### config.mk
export PLATFORM = sky130hd
export DESIGN_NAME = rvx_dest_select_slice_flat
export DESIGN_NICKNAME = d
export VERILOG_FILES = /design/src/rtl/rvx_dest_select_slice_pkg.sv /design/src/rtl/rvx_dest_select_slice_if.sv /design/src/rtl/rvx_skid_slice.sv /design/src/rtl/rvx_dest_select_slice.sv /design/src/flat_wrapper.sv
export SDC_FILE = /design/constraint.sdc
export NUM_CORES = 1
export LEC_CHECK = 0
export CAP_MARGIN = 20
export CORE_ASPECT_RATIO = 0.5
export CORE_MARGIN = 2
export CORE_UTILIZATION = 52
export DETAILED_ROUTE_END_ITERATION = 10
export GPL_TIMING_DRIVEN = 0
export PLACE_DENSITY = 0.82
export SETUP_SLACK_MARGIN = 0.05
export SYNTH_ARGS = -nofsm -noshare
export SYNTH_HDL_FRONTEND = slang
export SYNTH_SLANG_ARGS = --single-unit
### constraint.sdc
create_clock -name clk -period 3.45 [get_ports clk]
set_input_delay 0.69 -clock clk [delete_from_list [all_inputs] [get_ports clk]]
set_output_delay 0.69 -clock clk [all_outputs]
set_load 0.005 [all_outputs]
### src/rtl/rvx_dest_select_slice_pkg.sv
// Shared definitions for destination-select routers: error counter width and the
// binary-ID to select-mask decoder reused by sibling routers.
package rvx_dest_select_slice_pkg;

    localparam int RVX_DSS_ERRCNT_WIDTH = 8;
    localparam int DSS_MAX_TARGET       = 32;

    typedef struct packed {
        logic                      bad;
        logic [DSS_MAX_TARGET-1:0] sel;
    } dss_dec_t;

    // One-hot for in-range IDs; all-ones ID beyond the target range broadcasts when enabled.
    function automatic dss_dec_t dss_decode(
        input logic [DSS_MAX_TARGET-1:0] id,
        input int                        id_width,
        input int                        num_target,
        input logic                      bcast_en
    );
        dss_dec_t                  res;
        logic [DSS_MAX_TARGET-1:0] all_ones_id;
        res.bad     = 1'b0;
        res.sel     = '0;
        all_ones_id = (DSS_MAX_TARGET'(1) << id_width) - DSS_MAX_TARGET'(1);
        if (id < DSS_MAX_TARGET'(num_target)) begin
            res.sel[id[4:0]] = 1'b1;
        end else if (bcast_en && (id == all_ones_id)) begin
            res.sel = (DSS_MAX_TARGET'(1) << num_target) - DSS_MAX_TARGET'(1);
        end else begin
            res.bad = 1'b1;
        end
        return res;
    endfunction

endpackage

### src/rtl/rvx_dest_select_slice_if.sv
// Upstream/downstream valid-ready bundle of the destination-select slice.
// slave = the slice's view, master = the environment driving and consuming it.
interface rvx_dest_select_slice_if #(
    parameter int NUM_TARGET = 4,
    parameter int DATA_WIDTH = 32,
    parameter int ID_WIDTH   = 2
);
    logic                  s_valid;
    logic                  s_ready;
    logic [ID_WIDTH-1:0]   s_dest;
    logic [DATA_WIDTH-1:0] s_data;
    logic                  m_valid;
    logic                  m_ready;
    logic [NUM_TARGET-1:0] m_select;
    logic [DATA_WIDTH-1:0] m_data;

    modport slave (
        input  s_valid, s_dest, s_data, m_ready,
        output s_ready, m_valid, m_select, m_data
    );

    modport master (
        output s_valid, s_dest, s_data, m_ready,
        input  s_ready, m_valid, m_select, m_data
    );
endinterface

### src/rtl/rvx_skid_slice.sv
// Two-entry valid/ready skid buffer: main register drives the output, skid register
// catches the one beat accepted while main is stalled, so o_ready is purely registered.
module rvx_skid_slice #(
    parameter int WIDTH = 36
) (
    input  logic             clk,
    input  logic             rst,
    input  logic             i_valid,
    output logic             o_ready,
    input  logic [WIDTH-1:0] i_data,
    output logic             o_valid,
    input  logic             i_ready,
    output logic [WIDTH-1:0] o_data
);
    logic             r_main_vld;
    logic [WIDTH-1:0] r_main_data;
    logic             r_skid_vld;
    logic [WIDTH-1:0] r_skid_data;
    logic             r_ready;
    logic             w_acc;
    logic             w_take;
    logic             w_skid_vld_nxt;

    always_comb begin
        w_acc          = i_valid & r_ready;
        // Main is free when empty or being drained this cycle.
        w_take         = ~r_main_vld | i_ready;
        w_skid_vld_nxt = r_skid_vld;
        if (w_take) begin
            w_skid_vld_nxt = 1'b0;
        end else if (w_acc) begin
            w_skid_vld_nxt = 1'b1;
        end
    end

    always_ff @(posedge clk or posedge rst) begin
        if (rst) begin
            r_main_vld  <= 1'b0;
            r_main_data <= '0;
            r_skid_vld  <= 1'b0;
            r_skid_data <= '0;
            r_ready     <= 1'b0;
        end else begin
            r_ready    <= ~w_skid_vld_nxt;
            r_skid_vld <= w_skid_vld_nxt;
            if (w_take) begin
                // A full skid is always older than anything upstream, so it goes first.
                if (r_skid_vld) begin
                    r_main_vld  <= 1'b1;
                    r_main_data <= r_skid_data;
                end else begin
                    r_main_vld <= w_acc;
                    if (w_acc) begin
                        r_main_data <= i_data;
                    end
                end
            end else if (w_acc) begin
                r_skid_data <= i_data;
            end
        end
    end

    assign o_ready = r_ready;
    assign o_valid = r_main_vld;
    assign o_data  = r_main_data;

endmodule

### src/rtl/rvx_dest_select_slice.sv
// Registered destination decoder ahead of the 1-to-N fan-out: decodes the binary ID to a
// select mask, buffers payload+mask in a skid slice, and drops/counts bad-ID transfers.
module rvx_dest_select_slice
    import rvx_dest_select_slice_pkg::*;
#(
    parameter int NUM_TARGET = 4,
    parameter int DATA_WIDTH = 32,
    parameter int ID_WIDTH   = 2,
    parameter int BCAST_EN   = 0
) (
    input  logic                            clk,
    input  logic                            rst,
    rvx_dest_select_slice_if.slave          io,
    output logic                            err_pulse,
    output logic [RVX_DSS_ERRCNT_WIDTH-1:0] err_count,
    input  logic                            err_clear
);
    localparam int PW = NUM_TARGET + DATA_WIDTH;
    localparam logic [DSS_MAX_TARGET-1:0] C_SEL_MASK =
        (DSS_MAX_TARGET'(1) << NUM_TARGET) - DSS_MAX_TARGET'(1);

    if ((2 ** ID_WIDTH) < NUM_TARGET) begin : g_chk_id_width
        $error("rvx_dest_select_slice: ID_WIDTH too small to address NUM_TARGET targets");
    end
    if (NUM_TARGET > DSS_MAX_TARGET) begin : g_chk_num_target
        $error("rvx_dest_select_slice: NUM_TARGET exceeds decoder capacity");
    end

    dss_dec_t                        w_dec;
    logic                            w_bad;
    logic [NUM_TARGET-1:0]           w_sel;
    logic                            w_s_ready;
    logic                            w_good_valid;
    logic                            w_bad_acc;
    logic [PW-1:0]                   w_out;
    logic                            r_err_pulse;
    logic [RVX_DSS_ERRCNT_WIDTH-1:0] r_err_count;

    assign w_dec = dss_decode(DSS_MAX_TARGET'(io.s_dest), ID_WIDTH, NUM_TARGET, BCAST_EN != 0);
    // Any decoded bit outside the target range is treated as bad, so an empty mask can never leak out.
    assign w_bad        = w_dec.bad | (|(w_dec.sel & ~C_SEL_MASK));
    assign w_sel        = w_dec.sel[NUM_TARGET-1:0];
    assign w_good_valid = io.s_valid & ~w_bad;
    assign w_bad_acc    = io.s_valid & w_s_ready & w_bad;

    rvx_skid_slice #(
        .WIDTH (PW)
    ) u_skid (
        .clk     (clk),
        .rst     (rst),
        .i_valid (w_good_valid),
        .o_ready (w_s_ready),
        .i_data  ({w_sel, io.s_data}),
        .o_valid (io.m_valid),
        .i_ready (io.m_ready),
        .o_data  (w_out)
    );

    assign io.s_ready  = w_s_ready;
    assign io.m_select = w_out[PW-1 -: NUM_TARGET];
    assign io.m_data   = w_out[DATA_WIDTH-1:0];

    always_ff @(posedge clk or posedge rst) begin
        if (rst) begin
            r_err_pulse <= 1'b0;
            r_err_count <= '0;
        end else begin
            r_err_pulse <= w_bad_acc;
            if (err_clear) begin
                r_err_count <= '0;
            end else if (w_bad_acc && (r_err_count != '1)) begin
                r_err_count <= r_err_count + 1'b1;
            end
        end
    end

    assign err_pulse = r_err_pulse;
    assign err_count = r_err_count;

endmodule

### src/flat_wrapper.sv
// flat-port wrapper written by rule: the top's interface ports become plain ports
module rvx_dest_select_slice_flat import rvx_dest_select_slice_pkg::*;
#(
    parameter int NUM_TARGET = 4,
    parameter int DATA_WIDTH = 32,
    parameter int ID_WIDTH   = 2,
    parameter int BCAST_EN   = 0
)
  (clk, rst, err_pulse, err_count, err_clear, io_s_valid, io_s_dest, io_s_data, io_m_ready, io_s_ready, io_m_valid, io_m_select, io_m_data);
  rvx_dest_select_slice_if #(.NUM_TARGET(NUM_TARGET), .DATA_WIDTH(DATA_WIDTH), .ID_WIDTH(ID_WIDTH)) io_i ();
  input  logic clk;
  input  logic rst;
  output logic err_pulse;
  output logic [RVX_DSS_ERRCNT_WIDTH-1:0] err_count;
  input  logic err_clear;
  input wire logic [$bits(io_i.s_valid)-1:0] io_s_valid;
  input wire logic [$bits(io_i.s_dest)-1:0] io_s_dest;
  input wire logic [$bits(io_i.s_data)-1:0] io_s_data;
  input wire logic [$bits(io_i.m_ready)-1:0] io_m_ready;
  output wire logic [$bits(io_i.s_ready)-1:0] io_s_ready;
  output wire logic [$bits(io_i.m_valid)-1:0] io_m_valid;
  output wire logic [$bits(io_i.m_select)-1:0] io_m_select;
  output wire logic [$bits(io_i.m_data)-1:0] io_m_data;
  assign io_i.s_valid = io_s_valid;
  assign io_i.s_dest = io_s_dest;
  assign io_i.s_data = io_s_data;
  assign io_i.m_ready = io_m_ready;
  assign io_s_ready = io_i.s_ready;
  assign io_m_valid = io_i.m_valid;
  assign io_m_select = io_i.m_select;
  assign io_m_data = io_i.m_data;
  rvx_dest_select_slice #(.NUM_TARGET(NUM_TARGET), .DATA_WIDTH(DATA_WIDTH), .ID_WIDTH(ID_WIDTH), .BCAST_EN(BCAST_EN)) u_core (.clk(clk), .rst(rst), .io(io_i), .err_pulse(err_pulse), .err_count(err_count), .err_clear(err_clear));
endmodule
==> flow_metrics.env <==
export IMPL_wl_per_cell_um=15.5
export IMPL_power_density_nw_per_um2=675
export IMPL_critPathKind="input port to register"
export IMPL_ys_ff_latch=75
export IMPL_required_ns=3.66
export IMPL_cts_hold_buffers_added=0
export IMPL_postCtsSetupRepairBufs=0
export IMPL_grt_first_pass_wirelength_um=10200
export IMPL_cts_htree_levels=3
export IMPL_final_area_um2=4550
export IMPL_syn_to_final_growth_pct=36.7
export IMPL_path_cells="clkdlybuf4s50_1 > a21oi_4 > a21oi_4 > buf_6 > mux2_2"
export IMPL_placed_area_um2=4220
export IMPL_hp_class="register to register"
export IMPL_total_power_uw=3070
export IMPL_antenna_cells=0
export IMPL_grt_max_degree=76
export IMPL_clk_latency_ns=0.32
export IMPL_first_pass_iters=4
export IMPL_finalHoldViolations=0
export IMPL_outcome="completed"
export IMPL_fin_crit_ns=2.03
export IMPL_drive_above_1_share_pct=42.6
export IMPL_cts_num_sinks=75
export IMPL_numCtsBuffers=9
export IMPL_track_usage_pct=19.6
export IMPL_crit_buf_inv=2
export IMPL_setup_tns_ns=0
export IMPL_max_slew_margin_pct=39.1
export IMPL_port_buffers=75
export IMPL_cp_slowest_stage_delay_ns=0.55
export IMPL_clk_path_buf_depth=2
export IMPL_ios=86
export IMPL_final_setup_worst_slack_ns=1.42
export IMPL_drtIter0Drc=108
export IMPL_seq_area_frac_synth_pct=56.4
export IMPL_post_place_ws_ns=1.12
export IMPL_max_freq_mhz=494
export IMPL_hpwl_um=4390
export IMPL_cts_tree="yes"
export IMPL_critical_path_top_delay_family="buffers and inverters"
export IMPL_rows=20
export IMPL_root_buffer="clkbuf_16"
export IMPL_worstPathArrival_ns=2.23
export IMPL_drv_slew=0
export IMPL_clk_pin_slew_worst_paths_ns=0.06
export IMPL_postRouteAntennaNets=0
export IMPL_synthCells=225
export IMPL_setup_viol=0
export IMPL_worst_setup_path_end_kind="register"
export IMPL_grt_antenna_before_repair=0
export IMPL_synth_warnings=0
export IMPL_clock_skew_ns=0.00351
export IMPL_die_w_um=117
export IMPL_first_global_vias=2093
export IMPL_die_h_um=60.6
export IMPL_core_area_um2=6130
export IMPL_nFillCells=418
export IMPL_worstMarginPinSlew_ns=0.914
export IMPL_cp_common_cell="a21oi_4"
export IMPL_overflow=0
export IMPL_place_gp_congestion=0.747
export IMPL_vias=2081
export IMPL_ys_types=16
export IMPL_drv_cap=0
export IMPL_cts_resized=0
export IMPL_peakVddDrop_uv=393
export IMPL_netlist_area_um2=3330
export IMPL_drc=0
export IMPL_cpMaxStageDelayCell="clkdlybuf4s50_1"
export IMPL_syn_avg_cell_area_um2=14.8
export IMPL_rsz0062_at_grt="false"
export IMPL_nets=358
export IMPL_setup_worst_path_start_class="input port"
export IMPL_wirelength_um=6410
export IMPL_post_route_period_util_pct=58.7
export IMPL_crit_fanout=10
export IMPL_dieArea_um2=7090
export IMPL_initial_core_util_pct=54.3
export IMPL_viasPerCell=5.05
export IMPL_leakage_uw=0.00194
## kinds of logic (layout without fill, tap and decap cells)
| family | after synthesis | in the layout | synth area share [%] |
|---|---|---|---|
| other cells | 1 | 9 | 0.113 |
| buf+inv | 23 | 114 | 5.11 |
| flops | 75 | 75 | 56.4 |
| simple gates | 16 | 16 | 2.18 |
| mux | 100 | 100 | 33.8 |
| compound gates | 10 | 10 | 2.33 |
## path summary, 6_finish.rpt
| path | start | endpoint | slack, ns | cells past startpoint |
|---|---|---|---|---|
| worst max-delay path | io_s_valid | u_core.u_skid.o_data[7]$_DFFE_PP0P_ | 1.42 | 5 |
| worst min-delay path | u_core.u_skid.o_data[1]$_DFFE_PP0P_ | u_core.u_skid.o_data[1]$_DFFE_PP0P_ | 0.49 | 1 |
| min in group asynchronous | rst | u_core.u_skid.o_data[16]$_DFFE_PP0P_ | 0.91 | 2 |
| worst min register to register | u_core.u_skid.o_data[1]$_DFFE_PP0P_ | u_core.u_skid.o_data[1]$_DFFE_PP0P_ | 0.49 | 1 |
| max in group asynchronous | rst | u_core.u_skid.o_data[28]$_DFFE_PP0P_ | 1.94 | 2 |
| worst max register to register | u_core.u_skid.r_skid_vld$_DFF_PP0_ | u_core.u_skid.o_data[7]$_DFFE_PP0P_ | 1.92 | 5 |
## where the power goes
group	total [uW]	switching, uW	internal (uW)
clock network	1010	341	668
logic	794	250	544
registers	1270	129	1140
total	3070	720	2350
## cells in the final DEF (no fill, tap or decap), types with 3 or more instances in the layout
master / Yosys / layout
buf_2: 4 / 4
buf_4: 13 / 13
buf_6: 4 / 4
clkbuf_16: 0 / 9
clkdlybuf4s50_1: 0 / 75
clkinv_2: 0 / 3
conb_1: 1 / 9
dfrtp_1: 75 / 75
mux2_1: 3 / 3
mux2_2: 97 / 97
nand2_1: 11 / 11
o21ai_0: 6 / 6
## through the flow
step	instances	hold slack [ns]	util, %
2_1_floorplan	233	0.448	-
3_3_place_gp	396	0.463	68.8
3_5_place_dp	396	0.479	68.8
4_1_cts	412	0.493	74.2
5_1_grt	412	0.514	74.2
6_report	412	0.494	74.2
## sequential cells by signal, summed over array words and instances, names as in the netlist
register and count:
u_core.u_skid.o_data 36, u_core.u_skid.o_ready 1, u_core.u_skid.o_valid 1, u_core.u_skid.r_skid_data 36
u_core.u_skid.r_skid_vld 1
## layer usage
metal	share of wire, %	wire length [um]	global-route usage [%]
met1	42	2700	22.9
met2	51	3250	34.8
met3	5.4	344	5.59
met4	1.7	110	8.40
met5	0	0	0
## layout make-up
cell class | count | area [um2] | share of cell area (%)
multi-input combinational | 135 | 1310 | 28.8
clock inverter | 5 | 75.1 | 1.65
inverter | 2 | 10.0 | 0.220
tap | 88 | 110 | 2.42
sequential | 75 | 1880 | 41.3
buffer | 21 | 163 | 3.58
timing repair buffer | 75 | 751 | 16.5
clock buffer | 11 | 253 | 5.56
## Yosys cell counts, drive strengths merged
master,number,area share (%)
buf,21,4.9
nor2,1,0.11
inv,2,0.23
o31ai,2,0.45
nand2,11,1.2
nand2b,2,0.38
or2,1,0.19
nand4b,1,0.26
a21oi,2,0.98
conb,1,0.11
o21ai,6,0.90
dfrtp,75,56
mux2,100,34
Note: power is estimated with default switching activity, not from simulation.
